[config.mk]
export PLATFORM = sky130hd
export DESIGN_NAME = lif_neuron_core
export DESIGN_NICKNAME = d
export VERILOG_FILES = /design/src/rtl/lif_pkg.sv /design/src/rtl/lif_threshold_adapt.sv /design/src/rtl/lif_neuron_core.sv
export SDC_FILE = /design/constraint.sdc
export NUM_CORES = 1
export LEC_CHECK = 0
export CORE_ASPECT_RATIO = 0.75
export CORE_MARGIN = 3
export CORE_UTILIZATION = 50
export DETAILED_ROUTE_END_ITERATION = 10
export PLACE_DENSITY = 0.74
export RECOVER_POWER = 100
export REMOVE_ABC_BUFFERS = 1
export SYNTH_ARGS = -nofsm -noshare
export SYNTH_HDL_FRONTEND = slang
export SYNTH_HIERARCHICAL = 1
export SYNTH_SLANG_ARGS = --single-unit
[constraint.sdc]
create_clock -name clk -period 13.7 [get_ports clk]
set_clock_uncertainty 0.2 [all_clocks]
set_input_delay 2.055 -clock clk [delete_from_list [all_inputs] [get_ports clk]]
set_output_delay 2.055 -clock clk [all_outputs]
set_load 0.02 [all_outputs]
[src/rtl/lif_pkg.sv]
// Shared types and helpers for the leaky integrate-and-fire neuron.
// The state enum, the leak decode and the default tuning constants live here.
package lif_pkg;

    typedef enum logic [1:0] {
        ST_IDLE       = 2'd0,
        ST_INTEGRATE  = 2'd1,
        ST_REFRACTORY = 2'd2
    } lif_state_t;

    localparam int REFRAC_DEFAULT   = 4;
    localparam int THR_STEP_DEFAULT = 8;
    localparam int DECAY_DEFAULT    = 16;

    // The leak steps are powers of two, with 0 meaning no leak.
    function automatic logic [2:0] leak_decode(input logic [1:0] cfg);
        logic [2:0] amt;
        amt = 3'd0;
        case (cfg)
            2'd0: amt = 3'd0;
            2'd1: amt = 3'd1;
            2'd2: amt = 3'd2;
            2'd3: amt = 3'd4;
            default: amt = 3'd0;
        endcase
        return amt;
    endfunction

endpackage

[src/rtl/lif_threshold_adapt.sv]
// Adaptive firing threshold: steps up on each spike and decays toward the floor.
// It also holds the decay period counter and the floor/ceiling clamping.
import lif_pkg::*;

module lif_threshold_adapt #(
    parameter int THR_STEP     = THR_STEP_DEFAULT,
    parameter int DECAY_PERIOD = DECAY_DEFAULT
) (
    input  logic       clk,
    input  logic       reset_n,
    input  logic       load,
    input  logic       active,
    input  logic       fire,
    input  logic [7:0] threshold_min,
    input  logic [7:0] threshold_max,
    output logic [7:0] threshold
);

    localparam int DW = (DECAY_PERIOD > 1) ? $clog2(DECAY_PERIOD) : 1;
    localparam logic [DW-1:0] DECAY_LAST = DW'(DECAY_PERIOD - 1);
    localparam logic [9:0] STEP10 = 10'(THR_STEP);

    logic [DW-1:0] decay_cnt;
    logic [7:0]    ceiling;
    logic [7:0]    base;
    logic [9:0]    stepped;
    logic          wrap;
    logic [7:0]    thr_next;

    always_comb begin
        ceiling  = (threshold_max > threshold_min) ? threshold_max : threshold_min;
        base     = (threshold < threshold_min) ? threshold_min : threshold;
        stepped  = {2'b00, base} + STEP10;
        wrap     = (decay_cnt == DECAY_LAST);
        thr_next = threshold;
        // A spike outranks a decay landing on the same cycle.
        if (fire) begin
            if (stepped > {2'b00, ceiling}) begin
                thr_next = ceiling;
            end else begin
                thr_next = stepped[7:0];
            end
        end else if (threshold < threshold_min) begin
            thr_next = threshold_min;
        end else if (wrap && (threshold > threshold_min)) begin
            thr_next = threshold - 8'd1;
        end
    end

    always_ff @(posedge clk or negedge reset_n) begin
        if (!reset_n) begin
            threshold <= 8'd0;
            decay_cnt <= '0;
        end else if (load) begin
            threshold <= threshold_min;
            decay_cnt <= '0;
        end else if (active) begin
            threshold <= thr_next;
            decay_cnt <= wrap ? '0 : decay_cnt + DW'(1);
        end
    end

endmodule

[src/rtl/lif_neuron_core.sv]
// Two-input leaky integrate-and-fire neuron with refractory period.
// Membrane datapath and FSM here; threshold adaptation in a sub-module.
import lif_pkg::*;

module lif_neuron_core #(
    parameter int REFRAC_CYCLES = REFRAC_DEFAULT,
    parameter int THR_STEP      = THR_STEP_DEFAULT,
    parameter int DECAY_PERIOD  = DECAY_DEFAULT
) (
    input  logic       clk,
    input  logic       reset_n,
    input  logic       enable,
    input  logic       chan_a,
    input  logic       chan_b,
    input  logic [2:0] weight_a,
    input  logic [2:0] weight_b,
    input  logic [1:0] leak_config,
    input  logic [7:0] threshold_min,
    input  logic [7:0] threshold_max,
    input  logic       params_ready,
    output logic       spike_out,
    output logic [7:0] membrane_out,
    output logic [7:0] threshold_out,
    output logic       refrac_active
);

    localparam int RW = (REFRAC_CYCLES > 0) ? $clog2(REFRAC_CYCLES + 1) : 1;
    localparam logic [RW-1:0] REFRAC_LOAD = RW'(REFRAC_CYCLES);
    localparam logic [RW-1:0] REFRAC_ONE  = RW'(1);

    lif_state_t        state;
    logic [RW-1:0]     refrac_cnt;
    logic [2:0]        leak;
    logic [2:0]        in_a;
    logic [2:0]        in_b;
    logic signed [9:0] v_sum;
    logic [7:0]        v_next;
    logic              fire;
    logic              load;
    logic              active;

    always_comb begin
        leak = leak_decode(leak_config);
        in_a = chan_a ? weight_a : 3'd0;
        in_b = chan_b ? weight_b : 3'd0;
        // Add both synapses before removing the leak, then clamp to 8 bits.
        v_sum = $signed({2'b00, membrane_out})
              + $signed({7'b0, in_a})
              + $signed({7'b0, in_b})
              - $signed({7'b0, leak});
        if (v_sum < 10'sd0) begin
            v_next = 8'd0;
        end else if (v_sum > 10'sd255) begin
            v_next = 8'hFF;
        end else begin
            v_next = v_sum[7:0];
        end
        load   = enable && params_ready && (state == ST_IDLE);
        active = enable && params_ready && (state != ST_IDLE);
        fire   = active && (state == ST_INTEGRATE)
              && (v_next >= threshold_out);
    end

    always_ff @(posedge clk or negedge reset_n) begin
        if (!reset_n) begin
            state         <= ST_IDLE;
            membrane_out  <= 8'd0;
            spike_out     <= 1'b0;
            refrac_cnt    <= '0;
            refrac_active <= 1'b0;
        end else if (!enable) begin
            spike_out <= 1'b0;
        end else if (!params_ready) begin
            state         <= ST_IDLE;
            membrane_out  <= 8'd0;
            spike_out     <= 1'b0;
            refrac_cnt    <= '0;
            refrac_active <= 1'b0;
        end else begin
            unique case (state)
                ST_IDLE: begin
                    state        <= ST_INTEGRATE;
                    membrane_out <= 8'd0;
                    spike_out    <= 1'b0;
                end
                ST_INTEGRATE: begin
                    if (fire) begin
                        spike_out    <= 1'b1;
                        membrane_out <= 8'd0;
                        if (REFRAC_CYCLES > 0) begin
                            refrac_cnt    <= REFRAC_LOAD;
                            refrac_active <= 1'b1;
                            state         <= ST_REFRACTORY;
                        end
                    end else begin
                        spike_out    <= 1'b0;
                        membrane_out <= v_next;
                    end
                end
                ST_REFRACTORY: begin
                    spike_out    <= 1'b0;
                    membrane_out <= 8'd0;
                    refrac_cnt   <= refrac_cnt - REFRAC_ONE;
                    if (refrac_cnt == REFRAC_ONE) begin
                        state         <= ST_INTEGRATE;
                        refrac_active <= 1'b0;
                    end
                end
                default: begin
                    state         <= ST_IDLE;
                    refrac_active <= 1'b0;
                end
            endcase
        end
    end

    lif_threshold_adapt #(
        .THR_STEP     (THR_STEP),
        .DECAY_PERIOD (DECAY_PERIOD)
    ) u_thr (
        .clk           (clk),
        .reset_n       (reset_n),
        .load          (load),
        .active        (active),
        .fire          (fire),
        .threshold_min (threshold_min),
        .threshold_max (threshold_max),
        .threshold     (threshold_out)
    );

endmodule

# After elaboration in Yosys (flattened, before gate mapping)
# Index checks and enable logic that the tools add are counted.
dict set report totals {
  word_cells 85
  inputBits 30
  reg_bits 27
}
dict set report op_classes {
  eq_ne 13
  order_cmp 7
  mux 34
  add_sub_neg 7
  n_reduce_logical 17
}
# op n
set op_table {}
lappend op_table {{2-to-1 mux 8 bit} 12}
lappend op_table {{> comparator 8 bit} 2}
lappend op_table {{one-hot mux 8 bit (2 select lines)} 1}
lappend op_table {{2-to-1 mux 3 bit} 4}
lappend op_table {{2-to-1 mux 4 bit} 3}
lappend op_table {{one-hot mux 3 bit (4 select lines)} 1}
lappend op_table {{adder 9 x 3 -> 10 bit} 1}
lappend op_table {{> comparator 10 x 8 -> 1 bit} 1}
lappend op_table {{> comparator 10 x 9 -> 1 bit (second input constant)} 1}
lappend op_table {{less-than comparator 10 x 1 -> 1 bit (second input constant)} 1}
lappend op_table {{subtractor 10 x 4 -> 10 bit} 1}
lappend op_table {{adder 8 x 3 -> 9 bit} 1}
lappend op_table {{adder 8 x 4 -> 9 bit (second input constant)} 1}
lappend op_table {{>= comparator 8 bit} 1}
lappend op_table {{less-than comparator 8 bit} 1}
lappend op_table {{subtractor 8 x 1 -> 8 bit (second input constant)} 1}
lappend op_table {{equality test 2 bit (second input constant)} 3}
lappend op_table {{logical AND 1 bit} 6}
lappend op_table {{2-to-1 mux 1 bit} 6}
lappend op_table {{2-to-1 mux 2 bit} 3}
lappend op_table {{inequality test 3 bit (second input constant)} 2}
lappend op_table {{one-hot mux 2 bit (3 select lines)} 1}
lappend op_table {{one-hot mux 3 bit (2 select lines)} 1}
lappend op_table {{AND reduction 3 bit} 2}
lappend op_table {{17 further kinds} 21}

# Depth between registers and ports, before layout
dict set report logic_depth {
  depth_word 13
  depth_mapped 26
  mapped_depth_nobuf 24
}

# Hierarchy
# The synthesis kept the hierarchy.
# mod n_inst seq_area_each_um2 area_each_um2 cells_each
set by_module_without_submodules {}
lappend by_module_without_submodules {lif_threshold_adapt 1 300.3 1949.4 237}
lappend by_module_without_submodules {lif_neuron_core 1 375.4 1674.1 200}

# Worst setup path after synthesis
# No wires, ideal clock.
dict set report synth_path {
  path_kind {input -> register}
  from {input leak_config[0]}
  to {register u_thr.threshold[4]}
  path_stages 25
  path_slack_ns 6.342
  arrival_time_ns 7.071
  n_path_buf 2
  setup_ns 0.087
  path_cell_list {nand2b_1 -> fa_1 -> fa_1 -> ha_1 -> inv_1 -> fa_1 -> nand2b_1 -> a21oi_1 -> and3_2 -> mux2_4 -> nor2_2 -> nor2_1 -> ha_1 -> and2_1 -> a221oi_1 -> o21ai_1 -> nand2_1 -> nor2_1 -> buf_4 -> inv_1 -> o211ai_1 -> a21o_1 -> clkbuf_8 -> o2111a_1 -> a211oi_2}
}
dict set report synth_between {
  elab_chain_cells 11
  word_cells_on_any_way 17
  cone_classes {add/sub (1); order compare (3); eq/ne (3); mux (6); reduce/logical (4)}
}
# element line_no
set synth_lines {}
lappend synth_lines {{start: declaration} lif_neuron_core.sv:17} ;# input logic [1:0] leak_config,
lappend synth_lines {{equality test 2 bit, or another cell as far along} lif_pkg.sv:19} ;# case (cfg)
lappend synth_lines {{one-hot mux 3 bit (4 select lines) (*)} lif_pkg.sv:19}
lappend synth_lines {{subtractor 10 x 4 -> 10 bit (*)} lif_neuron_core.sv:50} ;# - $signed({7'b0, leak});
lappend synth_lines {{> comparator 10 x 9 -> 1 bit} lif_neuron_core.sv:53} ;# end else if (v_sum > 10'sd255) begin
lappend synth_lines {{2-to-1 mux 8 bit} lif_neuron_core.sv:53}
lappend synth_lines {{2-to-1 mux 8 bit (*)} lif_neuron_core.sv:51} ;# if (v_sum < 10'sd0) begin
lappend synth_lines {{>= comparator 8 bit (*)} lif_neuron_core.sv:61} ;# && (v_next >= threshold_out);
lappend synth_lines {{logical AND 1 bit (*)} lif_neuron_core.sv:61}
lappend synth_lines {{via fire} lif_neuron_core.sv:38} ;# logic fire;
lappend synth_lines {{2-to-1 mux 8 bit} lif_threshold_adapt.sv:37} ;# if (fire) begin
lappend synth_lines {{2-to-1 mux 8 bit} lif_threshold_adapt.sv:57} ;# end else if (active) begin
lappend synth_lines {{2-to-1 mux 8 bit} lif_threshold_adapt.sv:54} ;# end else if (load) begin
lappend synth_lines {{end signal: assignment} lif_threshold_adapt.sv:55} ;# threshold <= threshold_min;
lappend synth_lines {{end signal: assignment} lif_threshold_adapt.sv:58} ;# threshold <= thr_next;
lappend synth_lines {{end: declaration} lif_threshold_adapt.sv:16} ;# output logic [7:0] threshold
# Mark *: on every way through the listed nets, which the timed path passes. The rest lies on a longest branch. The select of a mux whose other input is x is not followed.
# A chain may end at the register's enable or synchronous reset.

# Worst setup path in the final report
dict set report layout_path {
  from {input leak_config[0]}
  to {register u_thr.threshold[7]}
}
# The elaborated chain is that of the path after synthesis.

==> flow_summary_export.csv <==
group,metric,value,unit
route,first_iter_violations,322,
timing,finalCritPeriodShare,0.6620,
critical_path,worst-path-buf-inv,3,
status,status,"finished, final reports clean",
pwr,power_density_normalized_to_cell_area,204.6,nW/um^2
grt,maximum_number_of_pins_on_one_net_before_global_route_repair,28,
grt,antenna_found_initial,0,
route,route.vias.total,3409,
critical_path,reg2reg_from,"membrane_out[1]$_DFFE_PN0P_",
critical_path,timing.critical_path.arrival,8.98,ns
logic_synthesis,synth.area.top_cells,"sky130_fd_sc_hd__dfrtp_1 19%, sky130_fd_sc_hd__ha_1 18%, sky130_fd_sc_hd__nand2_1 5.1%, sky130_fd_sc_hd__inv_1 4.5%, sky130_fd_sc_hd__fa_1 3.3%",
route,ant_nets,0,
logic_synthesis,main_combinational_cell_family_by_area_after_synthesis,"compound AO/OA/AOI/OAI gates",
floorplan,core,6929,um^2
placed_design,hpwl,7672,um
timing,finalCriticalPeriod,9.069,ns
placed_design,cell_area_after_placement,4138,um^2
worst_hold_path,hp-class,"reg -> reg",
floorplan,fp-row-count,26,
logic_synthesis,synth.distinct_cells,72,
logic_synthesis,synth-edff-count,0,
logic_synthesis,yosys_register_bits,27,
floorplan,design.die.area,8315,um^2
grt,grt_use_total,0.2261,
clocking,clk_latency,0.27,ns
timing,final-setup-viol-count,0,
logic_synthesis,synthesis.yosys.warnings,6,
grt,grt-ovfl-total,0,
logic_synthesis,synth_top_flop_cell,"sky130_fd_sc_hd__dfrtp_1",
floorplan,starting_utilization_of_the_core_area,0.5229,
logic_synthesis,synth_top_area_share,0.1865,
critical_path,endpoint_kind,"flop",
layout,num-nets-final,563,
clocking,tritoncts,"yes",
logic_synthesis,post-synth-top-count-cell,"sky130_fd_sc_hd__ha_1",
route,avgRoutedWirePerCell,16.46,um
route,route.final.wire_length,9434,um
layout,num_antenna_cells,0,
pwr,power,0.8473,mW
grt,global_route_wire_length_before_repair,15480,um
timing,timing.final.ws_setup,4.631,ns
clocking,htreeDepth,1,
worst_hold_path,min-delay-start,"refrac_cnt[1]$_DFFE_PN0P_",
layout,final_core_util,0.5977,
clocking,post_cts_resize_count,0,
pwr,ir_drop,0.1233,mV
floorplan,die-width,104.3,um
timing,slew_viol_final,0,
timing,grt_setup_unrepaired,"no",
clocking,numClockSinks,27,
placed_design,placed_cells_incl_taps,569,
critical_path,timing.critical_path.required,13.61,ns
timing,slew-limit-headroom,0.002546,
critical_path,largest_stage_delay_worst_path,0.59,ns
logic_synthesis,synthesis.area_per_instance,8.292,um^2
layout,fin_cells,573,
logic_synthesis,async_reset_ff_frac,1.000,
clocking,clk_pin_slew,0.10,ns
layout,layout-drive-gt1-share,0.06316,
timing,max_freq,110.3,MHz
layout,area_growth_syn_to_layout,14.30,%
timing,final-hold-violation-count,0,
critical_path,critical_path.slowest_cell,"sky130_fd_sc_hd__nor2_1",
critical_path,r2r_slack,6.70,ns
critical_path,type_of_the_setup_path_with_the_least_slack,"in -> reg",
logic_synthesis,synth_adder_area_share,0.2093,
worst_hold_path,whs_endpoint,"refrac_cnt[1]$_DFFE_PN0P_",
floorplan,die_h,79.73,um
clocking,clockBufferDepth,2,
logic_synthesis,synth_area_leader_cell,"sky130_fd_sc_hd__dfrtp_1",
route,detail_route.vias_per_cell,5.949,
clocking,cts-hold-fix-buffers,0,
route,first_pass_iteration_count_of_the_detailed_router,5,
critical_path,ff2ff_path_depth,22,
logic_synthesis,combined_area_of_all_synthesized_cells,3623,um^2
logic_synthesis,post_synth_inst_count,437,
critical_path,crit_chain,"dlygate4sd3_1, nand2b_1, fa_1, fa_1, ha_1, inv_1, fa_1, nand2b_1, a21oi_1, and3_2, mux2_1, nor2_1, nor2_1, ha_1, and2_0, o2111ai_1, o21ai_0, nand2_1, nor2_1, inv_1, o211ai_1, a21o_1, nand2_1, o311ai_0",
logic_synthesis,compound_gate_portion_of_the_synthesized_area,0.2507,
logic_synthesis,synth_mux_area_frac,0.05283,
placed_design,preCtsSetupSlack,4.888,ns
clocking,cts_buffers,3,
critical_path,critPathTopFamily,"simple AND/OR/NAND/NOR gates",
timing,worst-slew-pin-transition,1.496,ns
flow_run,cap_viol_max_count,0,
clocking,post-cts-setup-buffers,0,
layout,final_cell_area,4141,um^2
critical_path,timing.rr.end,"u_thr/threshold[7]$_DFFE_PN0P_",
placed_design,buffer_ports.inserted,47,
grt,via_count_of_the_first_global_routing_pass,3068,
logic_synthesis,post_synth_most_frequent_cells,"51 x sky130_fd_sc_hd__ha_1, 49 x sky130_fd_sc_hd__nand2_1, 43 x sky130_fd_sc_hd__inv_1",
worst_hold_path,hold_path_depth,2,
pwr,total_leakage_power,1.865,nW
timing,setup_total_negative_slack,0,ns
placed_design,gp_congestion,1.001,
critical_path,worstPathMaxFanout,10,
clocking,clock_tree.root_cell,"sky130_fd_sc_hd__clkbuf_8",
floorplan,floorplan.io_pins,48,
timing,post_route_hold_slack,0.3211,ns
route,detail_route.drc_violations,0,
logic_synthesis,synthXorXnorAreaFrac,0.04144,
logic_synthesis,synth-simple-area-share,0.1889,
logic_synthesis,synth-seq-area-share,0.1865,
critical_path,worst_setup_path_start_kind,"primary input",
## worst reg2reg max path, stage by stage (launching register included)
cell and delay [ns]:
sky130_fd_sc_hd__dfrtp_1 0.42, sky130_fd_sc_hd__fa_1 0.51, sky130_fd_sc_hd__fa_1 0.56, sky130_fd_sc_hd__ha_1 0.20, sky130_fd_sc_hd__inv_1 0.07, sky130_fd_sc_hd__fa_1 0.37
sky130_fd_sc_hd__nand2b_1 0.18, sky130_fd_sc_hd__a21oi_1 0.26, sky130_fd_sc_hd__and3_2 0.24, sky130_fd_sc_hd__mux2_1 0.34, sky130_fd_sc_hd__nor2_1 0.37, sky130_fd_sc_hd__nor2_1 0.10
sky130_fd_sc_hd__ha_1 0.30, sky130_fd_sc_hd__and2_0 0.16, sky130_fd_sc_hd__o2111ai_1 0.11, sky130_fd_sc_hd__o21ai_0 0.56, sky130_fd_sc_hd__nand2_1 0.18, sky130_fd_sc_hd__nor2_1 0.59
sky130_fd_sc_hd__inv_1 0.29, sky130_fd_sc_hd__o211ai_1 0.19, sky130_fd_sc_hd__a21o_1 0.33, sky130_fd_sc_hd__nand2_1 0.11, sky130_fd_sc_hd__o311ai_0 0.17
## report_power, final
part / internal [mW] / switching (mW)
Clock: 0.0209 / 0.0255
Sequential: 0.103 / 0.0566
Combinational: 0.279 / 0.363
## layer usage
metal	track usage	part of all wire	up-vias	routed length, um
li1	-	-	1655	-
met4	0.01726	0.0049	0	46
met5	0	0	-	0
met1	0.3629	0.51	1610	4855
met2	0.3119	0.40	136	3783
met3	0.05174	0.079	8	748
## cell type report
class	count	area, um^2
fillers	624	2788
inverters	43	161.4
flip-flops and latches	27	675.6
repair buffers	49	481.7
well taps	98	122.6
multi-input cells	352	2655
clock buffers	4	45.04
## state kept, by name, summed over array words and instances, names as in the netlist
name / count
refrac_active: 1
u_thr/threshold: 8
state: 2
u_thr/decay_cnt: 4
refrac_cnt: 3
membrane_out: 8
spike_out: 1
## how the worst max path moves through the flow
stage / depth (start not counted) / to / slack, ns / from
after global routing: 24 / u_thr/threshold[4]$_DFFE_PN0P_ / 4.18 / leak_config[0]
final: 24 / u_thr/threshold[7]$_DFFE_PN0P_ / 4.63 / leak_config[0]
after CTS: 24 / u_thr/threshold[4]$_DFFE_PN0P_ / 5.16 / leak_config[0]
after global placement: 24 / u_thr/threshold[4]$_DFFE_PN0P_ / 5.20 / leak_config[0]
after detailed placement: 24 / u_thr/threshold[4]$_DFFE_PN0P_ / 4.89 / leak_config[0]
after floorplan: 23 / u_thr/threshold[4]$_DFFE_PN0P_ / 6.25 / leak_config[0]
## placed cells by master, fill, tap and decap left out, drive strengths merged, types with 9 or more instances in the layout
cell and count:
ha 51, nand2 49, inv 43, nor2 32
dfrtp 27, o21ai 27, clkdlybuf4s50 26, a21oi 25
dlygate4sd3 21, nand3 13, nor2b 11, mux2i 9
## cells by family after synthesis
group	after synthesis
XOR/XNOR	15
adder cells (fa/ha/maj)	57
buffers and inverters	58
flip-flops	27
AND/OR/NAND/NOR	140
AO/OA/AOI/OAI	123
multiplexers	17
(Power assumes the default switching activity.)
